[src/rtl/regfile_write_arbiter.sv]
// Write-back arbiter for the register file: up to two GPR writes plus one R15 write per cycle,
// round-robin among four requesters. Optional macro WARB_PC_REDIRECT_EN routes R15 to the pc channel.
module regfile_write_arbiter #(
  parameter int unsigned N = 32
) (
  input  logic           i_clk,
  input  logic           i_rst,
  input  logic           i_stall,
  input  logic [3:0]     i_req_valid,
  input  logic [15:0]    i_req_addr,
  input  logic [4*N-1:0] i_req_data,
  output logic [3:0]     o_req_ack,
  output logic [3:0]     o_write_address,
  output logic [N-1:0]   o_write_data,
  output logic           o_write_enable,
  output logic [3:0]     o_write_address2,
  output logic [N-1:0]   o_write_data2,
  output logic           o_write_enable2,
  output logic [N-1:0]   o_pc_update,
  output logic           o_pc_write
);

  logic [1:0]   r_ptr;
  logic [3:0]   r_req_ack;
  logic [3:0]   r_wa;
  logic [N-1:0] r_wd;
  logic         r_we;
  logic [3:0]   r_wa2;
  logic [N-1:0] r_wd2;
  logic         r_we2;

  logic [3:0]   w_elig;
  logic [1:0]   w_idx;
  logic [3:0]   w_addr;
  logic         w_take;
  logic         w_p1_gnt;
  logic [1:0]   w_p1_sel;
  logic [3:0]   w_p1_addr;
  logic         w_p2_gnt;
  logic [1:0]   w_p2_sel;
  logic         w_any;
  logic [1:0]   w_first;
  logic [3:0]   w_ack;
`ifdef WARB_PC_REDIRECT_EN
  logic         w_pc_gnt;
  logic [1:0]   w_pc_sel;
  logic [N-1:0] r_pcu;
  logic         r_pcw;
`endif

  // A requester currently being acked still shows its old request; mask it out.
  assign w_elig = i_req_valid & ~r_req_ack & {4{~i_stall}};

  always_comb begin
    w_idx     = 2'd0;
    w_addr    = 4'd0;
    w_take    = 1'b0;
    w_p1_gnt  = 1'b0;
    w_p1_sel  = 2'd0;
    w_p1_addr = 4'd0;
    w_p2_gnt  = 1'b0;
    w_p2_sel  = 2'd0;
    w_any     = 1'b0;
    w_first   = 2'd0;
`ifdef WARB_PC_REDIRECT_EN
    w_pc_gnt  = 1'b0;
    w_pc_sel  = 2'd0;
`endif
    for (int k = 0; k < 4; k++) begin
      w_idx  = r_ptr + 2'(k);
      w_addr = i_req_addr[4*w_idx +: 4];
      w_take = 1'b0;
      if (w_elig[w_idx]) begin
`ifdef WARB_PC_REDIRECT_EN
        if (w_addr == 4'hF) begin
          if (!w_pc_gnt) begin
            w_pc_gnt = 1'b1;
            w_pc_sel = w_idx;
            w_take   = 1'b1;
          end
        end else
`endif
        if (!w_p1_gnt) begin
          w_p1_gnt  = 1'b1;
          w_p1_sel  = w_idx;
          w_p1_addr = w_addr;
          w_take    = 1'b1;
        end else if (!w_p2_gnt && (w_addr != w_p1_addr)) begin
          // Same-address requester is skipped so write order stays well defined.
          w_p2_gnt = 1'b1;
          w_p2_sel = w_idx;
          w_take   = 1'b1;
        end
      end
      if (w_take && !w_any) begin
        w_any   = 1'b1;
        w_first = w_idx;
      end
    end
  end

  always_comb begin
    w_ack = 4'd0;
    if (w_p1_gnt) w_ack[w_p1_sel] = 1'b1;
    if (w_p2_gnt) w_ack[w_p2_sel] = 1'b1;
`ifdef WARB_PC_REDIRECT_EN
    if (w_pc_gnt) w_ack[w_pc_sel] = 1'b1;
`endif
  end

  always_ff @(posedge i_clk) begin
    if (i_rst) begin
      r_ptr     <= 2'd0;
      r_req_ack <= 4'd0;
      r_wa      <= 4'd0;
      r_wd      <= '0;
      r_we      <= 1'b0;
      r_wa2     <= 4'd0;
      r_wd2     <= '0;
      r_we2     <= 1'b0;
    end else begin
      r_req_ack <= w_ack;
      r_we      <= w_p1_gnt;
      r_we2     <= w_p2_gnt;
      if (w_p1_gnt) begin
        r_wa <= w_p1_addr;
        r_wd <= i_req_data[N*w_p1_sel +: N];
      end
      if (w_p2_gnt) begin
        r_wa2 <= i_req_addr[4*w_p2_sel +: 4];
        r_wd2 <= i_req_data[N*w_p2_sel +: N];
      end
      if (w_any) r_ptr <= w_first + 2'd1;
    end
  end

`ifdef WARB_PC_REDIRECT_EN
  always_ff @(posedge i_clk) begin
    if (i_rst) begin
      r_pcu <= '0;
      r_pcw <= 1'b0;
    end else begin
      r_pcw <= w_pc_gnt;
      if (w_pc_gnt) r_pcu <= i_req_data[N*w_pc_sel +: N];
    end
  end

  assign o_pc_update = r_pcu;
  assign o_pc_write  = r_pcw;
`else
  assign o_pc_update = '0;
  assign o_pc_write  = 1'b0;
`endif

  assign o_req_ack        = r_req_ack;
  assign o_write_address  = r_wa;
  assign o_write_data     = r_wd;
  assign o_write_enable   = r_we;
  assign o_write_address2 = r_wa2;
  assign o_write_data2    = r_wd2;
  assign o_write_enable2  = r_we2;

endmodule

[config.mk]
export PLATFORM = sky130hd
export DESIGN_NAME = regfile_write_arbiter
export DESIGN_NICKNAME = d
export VERILOG_FILES = /design/src/rtl/regfile_write_arbiter.sv
export SDC_FILE = /design/constraint.sdc
export NUM_CORES = 1
export LEC_CHECK = 0
export BUFFER_PORTS_ARGS = -buffer_cell sky130_fd_sc_hd__buf_2
export CAP_MARGIN = 20
export CORE_MARGIN = 1.5
export CORE_UTILIZATION = 55
export DETAILED_ROUTE_END_ITERATION = 12
export PLACE_DENSITY = 0.88
export SETUP_SLACK_MARGIN = 0.5
export SYNTH_ARGS = -nofsm -noshare
export SYNTH_HDL_FRONTEND = slang
export SYNTH_SLANG_ARGS = --single-unit
[constraint.sdc]
create_clock -name i_clk -period 9.25 [get_ports i_clk]
set_input_delay 0.4625 -clock i_clk [delete_from_list [all_inputs] [get_ports i_clk]]
set_output_delay 0.4625 -clock i_clk [all_outputs]
set_load 0.005 [all_outputs]
# --- After elaboration in Yosys (flattened, before gate mapping) ---
# Index checks and enable logic that the tools add are counted.
word_totals:
  out_inout_bits: 111
  word_cells: 113
  in_bits: 151
  regBits: 80
op_classes:
  n_mux: 66
  n_shift: 7
  n_reduce_logical: 12
  bitwise_logic: 5
  n_addsub: 4
  order_cmp: 8
  n_eq_ne: 3
op_table:
  columns: ["cell", "n"]
  rows:
  - ["$shiftx 128x8->32", 2]
  - ["$shiftx 16x5->4", 5]
  - ["$mux 2", 20]
  - ["$mux 4", 9]
  - ["$mux 1", 31]
  - ["$lt 2x3->1 const B", 6]
  - ["$ne 4x4->1", 3]
  - ["$and 4x4->4", 2]
  - ["$bmux 1 s2", 4]
  - ["$logic_and 1x1->1", 7]
  - ["$logic_not 1->1", 5]
  - ["$add 2x1->2 const B", 2]
  - ["$add 2x2->2 const B", 2]
  - ["$demux 1 s2", 2]
  - ["$ge 2x1->1 const B", 2]
  - ["$not 4->4", 1]
  - ["$or 4x4->4", 1]
  - ["$not 1->1", 1]

# --- Depth between registers and ports, before layout ---
logic_depth:
  ltp_word: 26
  depth_mapped: 15
  ltp_nobuf: 12

# --- Least setup slack after synthesis ---
# Ideal clock, no wire load.
synth_path:
  kind: "input to register"
  from: "input port i_req_valid[2]"
  to: "register r_wa2[3], in the netlist o_write_address2[3]"
  setup_slack_ns: 5.938
  required_ns: 9.113
  n_path_buf: 2
  stages: 12
  setup_ns: 0.137
  arrival_time_ns: 3.175
  path_cell_list: "or3b_1 > and3_1 > o221a_2 > or2_1 > or3_1 > a32o_2 > o311ai_4 > o21ai_2 > buf_6 > buf_6 > a221oi_2 > o32ai_2"
synth_between:
  elab_chain_cells: 20
  elab_cells_between_ends: 44
  classes_between: "eq/ne: 3; shift: 1; mux: 34; bitwise: 2; reduce/logical: 4"
synth_rtl:
  columns: ["item", "line_no", "rtl"]
  rows:
  - ["from (decl)", "9", "input logic [3:0] i_req_valid,"]
  - ["$and 4x4->4 (*) (2 in series)", "52", "assign w_elig = i_req_valid & ~r_req_ack & {4{~i_stall}};"]
  - ["$bmux 1 s2", "73", "if (w_elig[w_idx]) begin"]
  - ["$mux 1 (implied by the code)", "73", null]
  - ["$mux 4", "73", null]
  - ["$ne 4x4->1", "88", "end else if (!w_p2_gnt && (w_addr != w_p1_addr)) begin"]
  - ["$mux 1", "88", null]
  - ["$mux 1", "83", "if (!w_p1_gnt) begin"]
  - ["$mux 1", "73", null]
  - ["[... 3 more ...]", null, null]
  - ["$mux 1", "83", null]
  - ["$mux 1", "73", null]
  - ["$logic_not 1->1", "88", null]
  - ["$logic_and 1x1->1", "88", null]
  - ["$mux 2", "88", null]
  - ["$mux 2", "83", null]
  - ["$mux 2", "73", null]
  - ["$shiftx 16x5->4", "130", "r_wa2 <= i_req_addr[4*w_p2_sel +: 4];"]
  - ["to (signal assigned)", "130", null]
  - ["to (decl)", "28", "logic [3:0] r_wa2;"]
# Mark *: on every way between the ends. The rest lies on a longest branch, timed or not. The select of a mux whose other input is x is not followed.
# A chain may end at the register's enable or synchronous reset.

# --- Worst setup path after layout ---
layout_path:
  from: "register r_ptr[0]"
  to: "register r_wd2[7], in the netlist o_write_data2[7]"
layout_between:
  elab_chain_cells: 18
  elab_cells_between_ends: 49
  classes_between: "add/sub: 3; eq/ne: 3; shift: 5; mux: 34; reduce/logical: 4"
layout_rtl:
  columns: ["item", "line_no", "rtl"]
  rows:
  - ["from (decl)", "23", "logic [1:0] r_ptr;"]
  - ["from (signal assigned)", "133", "if (w_any) r_ptr <= w_first + 2'd1;"]
  - ["branches (longest 18 deep; another with $add 2x1->2)", null, null]
  - ["to (signal assigned)", "131", "r_wd2 <= i_req_data[N*w_p2_sel +: N];"]
  - ["to (decl)", "29", "logic [N-1:0] r_wd2;"]
# Parallel ways; which one is timed is not known. The select of a mux whose other input is x is not followed.

==> metrics.md <==
| Metric | Value |
|---|---|
| Outcome | finished clean |
| Clock buffer depth | 2 |
| H-tree Lvls | 3 |
| DR vias | 7917 |
| Leakage Power | 3.61 nW |
| Post-detailed-routing wire length | 23500 µm |
| Number of max-cap violations | 0 |
| Commonest register cell after synthesis | dfxtp_1 |
| Seq cells post-synth | 80 |
| Vias in the first global route | 7455 |
| Share of layout cells above drive strength 1 | 30.6% |
| Clock Latency Late Sink | 0.36 ns |
| Remaining antenna violation count | 0 |
| CTS resizes | 0 |
| Syn Inst Count | 913 |
| Initial antenna violation count | 0 |
| Root buffer cell | clkbuf_16 |
| Die height | 115 µm |
| Clock sinks | 80 |
| Fin util | 67.4% |
| Mapped cell area | 6940 µm² |
| Tot Pwr | 0.00277 W |
| Post-synth ARST share | 0% |
| Power per cell area | 337 nW/µm² |
| TritonRoute pass-1 iters | 6 |
| Num CTS Buffers | 9 |
| Total GRT Usage | 35.4% |
| Startpoint types | flip-flop |
| End of the worst register-to-register path | o_write_data2[7] |
| Worst-path clk slew | 0.07 ns |
| DP HPWL | 16100 µm |
| CTS tree | yes |
| Initial DRC count | 1163 |
| Starting Density | 57.0% |
| Final setup violation count | 0 |
| DRC | 0 |
| Final period utilization | 54.0% |
| Worst Path Arrival | 5.21 ns |
| DIE AREA | 13300 µm² |
| End of the critical path | o_write_data2[7] |
| Achievable frequency | 0.200 GHz |
| Post-synth EDFFs | 0 |
| Core ar. | 12200 µm² |
| Setup CP Type | flip-flop to flip-flop |
| Synth Warn # | 0 |
| Worst Setup Slack, final | 4.26 ns |
| Global-route wire length before repair | 37400 µm |
| # diodes | 0 |
| Worst vdd ir | 0.226 mV |
| Avg Inst Size Synth | 7.60 µm² |
| Slew HR | 24.4% |
| Min Tclk post-route | 4.99 ns |
| Die Wd | 115 µm |
| Worst Setup SP | r_ptr[0] |
| Worst hold path type | flip-flop to flip-flop |
| Clock skew after layout | 0.0105 ns |
| FF-to-FF setup slack | 4.26 ns |
| Row count | 40 |
| Total grt overflow | 0 |
| Pins Over Slew Limit | 0 |
| Nets | 1238 |
| Wire per inst | 18.7 µm |
| Area grow syn2layout | 18.2% |
| Final hold violations | 0 |
| # port buffers | 228 |
| Least-Margin Pin Slew | 1.10 ns |
| FF-to-FF Start | r_ptr[0] |
| Worst reg2reg path depth | 12 |
| Final setup TNS | 0 ns |
| # hold bufs at CTS | 0 |
| Worst Path Max Fanout | 40 |
| Pin count of the biggest net entering global routing | 73 |
| Vias/cell | 6.29 |
| Seq/Total Area, Yosys | 23.1% |
| IO Count | 262 |
| Dpl ws | 4.02 ns |
| Gpl congestion | 0.966 |
| Required @ worst endpoint | 9.47 ns |
| Post-CTS Setup Bufs | 0 |
| Critical Path Sink Type | flip-flop |
| Yosys cell types | 78 |
| Unrepaired setup endpoints after global routing | no |
## per-stage QoR
stage	hold WS (ns)	cells	area [µm²]
2_1_floorplan	0.448	945	7060
3_3_place_gp	0.436	1242	7870
4_1_cts	0.450	1257	8180
3_5_place_dp	0.442	1242	7870
5_1_grt	0.467	1258	8200
6_report	0.447	1258	8200
## layout by cell type (no fill, tap or decap), drive strengths merged, types with 5 or more instances in the layout
| cell | instances |
|---|---|
| buf | 244 |
| nand2 | 220 |
| dfxtp | 80 |
| a221oi | 72 |
| a21oi | 52 |
| inv | 42 |
| and3 | 40 |
| o32ai | 39 |
| and2 | 37 |
| nand3 | 35 |
| o211ai | 34 |
| conb | 33 |
| nor2 | 22 |
| mux2i | 13 |
| o21ai | 12 |
| clkbuf | 11 |
| mux2 | 8 |
| nand2b | 7 |
| mux4 | 6 |
| nand3b | 5 |
| xnor2 | 5 |
| or2 | 5 |
## layer usage
| metal | vias to the layer above | GRT usage [%] | wire length, µm |
|---|---|---|---|
| li1 | 3621 | - | - |
| met1 | 3685 | 43.9 | 8930 |
| met2 | 531 | 57.0 | 11200 |
| met3 | 80 | 10.0 | 2590 |
| met4 | 0 | 16.2 | 765 |
| met5 | - | 0 | 0 |
## worst min-delay path by stage
stage          depth (start not counted)               end  slack [ns]             start
6_report                               2  o_write_data[19]        0.45  o_write_data[19]
3_5_place_dp                           2  o_write_data[16]        0.44  o_write_data[16]
4_1_cts                                2  o_write_data[19]        0.45  o_write_data[19]
5_1_grt                                2  o_write_data[19]        0.47  o_write_data[19]
3_3_place_gp                           2  o_write_data[31]        0.44  o_write_data[31]
2_1_floorplan                          2   o_write_data[0]        0.45   o_write_data[0]
## sequential cells by signal, indices dropped and copies added (netlist names)
name and flops:
o_write_enable2 1, r_ptr 2, o_write_address2 4, o_write_address 4, o_write_data 32, o_req_ack 4, o_write_enable 1, o_write_data2 32
## where the power goes
part | leakage, nW | internal, W | total [W] | switching, W
registers | 0.659 | 0.000449 | 0.000516 | 0.0000663
logic | 2.80 | 0.000690 | 0.00187 | 0.00118
clock network | 0.144 | 0.000223 | 0.000378 | 0.000155
total | 3.61 | 0.00136 | 0.00277 | 0.00140
## layout make-up
type / instances / area, µm²
Clock inverter: 4 / 53.8
Inverter: 42 / 158
Tap cell: 168 / 210
Fill cell: 1045 / 3960
Clock buffer: 11 / 253
Sequential cell: 80 / 1600
Timing Repair Buffer: 244 / 1270
Multi-Input combinational cell: 709 / 4650
## synthesized netlist by cell type, types with 3 or more instances
library cell  number  area, µm²
o21ai_0            9       45.0
or2_1              3       18.8
o32ai_1           36        315
mux4_2             6        135
a211oi_1           3       22.5
buf_2             14       70.1
a21o_1             4       30.0
a21oi_1           50        250
mux2_2             7       78.8
buf_6             16        180
and3_1            40        250
a221oi_1          40        350
nand3b_1           5       37.5
nor3_1             3       15.0
dfxtp_1           80       1600
xnor2_1            5       43.8
inv_1             40        150
nand2b_1           7       43.8
mux2i_1           13        130
o211ai_1          33        248
or3_1              4       25.0
buf_4             36        270
a221oi_2          32        480
nor2b_1            4       25.0
and2_1            37        231
nand2_1          220        826
nand3_1           35        175
or3b_1             3       26.3
nor2_1            22       82.6
clkbuf_1          45        169
## worst max-delay path: stages, from the launching register on
cell	delay [ns]
dfxtp_1	0.75
buf_4	0.42
mux2_2	0.40
o21ai_0	0.35
and3_1	0.22
o22ai_1	0.09
or3_1	0.40
a31oi_4	0.81
o21ai_4	0.23
buf_12	0.25
buf_4	0.31
a221oi_1	0.42
o32ai_1	0.15
## cell families after synthesis
family | count (synthesis) | share of synthesized area, %
other | 1 | 0.0541
DFF | 80 | 23.1
adders and majority gates | 1 | 0.180
and+or+nand+nor | 393 | 26.9
xor gates and xnor gates | 8 | 1.12
AOI/OAI and AO/OA | 247 | 31.1
muxes | 27 | 5.12
buffers and inverters | 156 | 12.4
(Power assumes the default switching activity.)
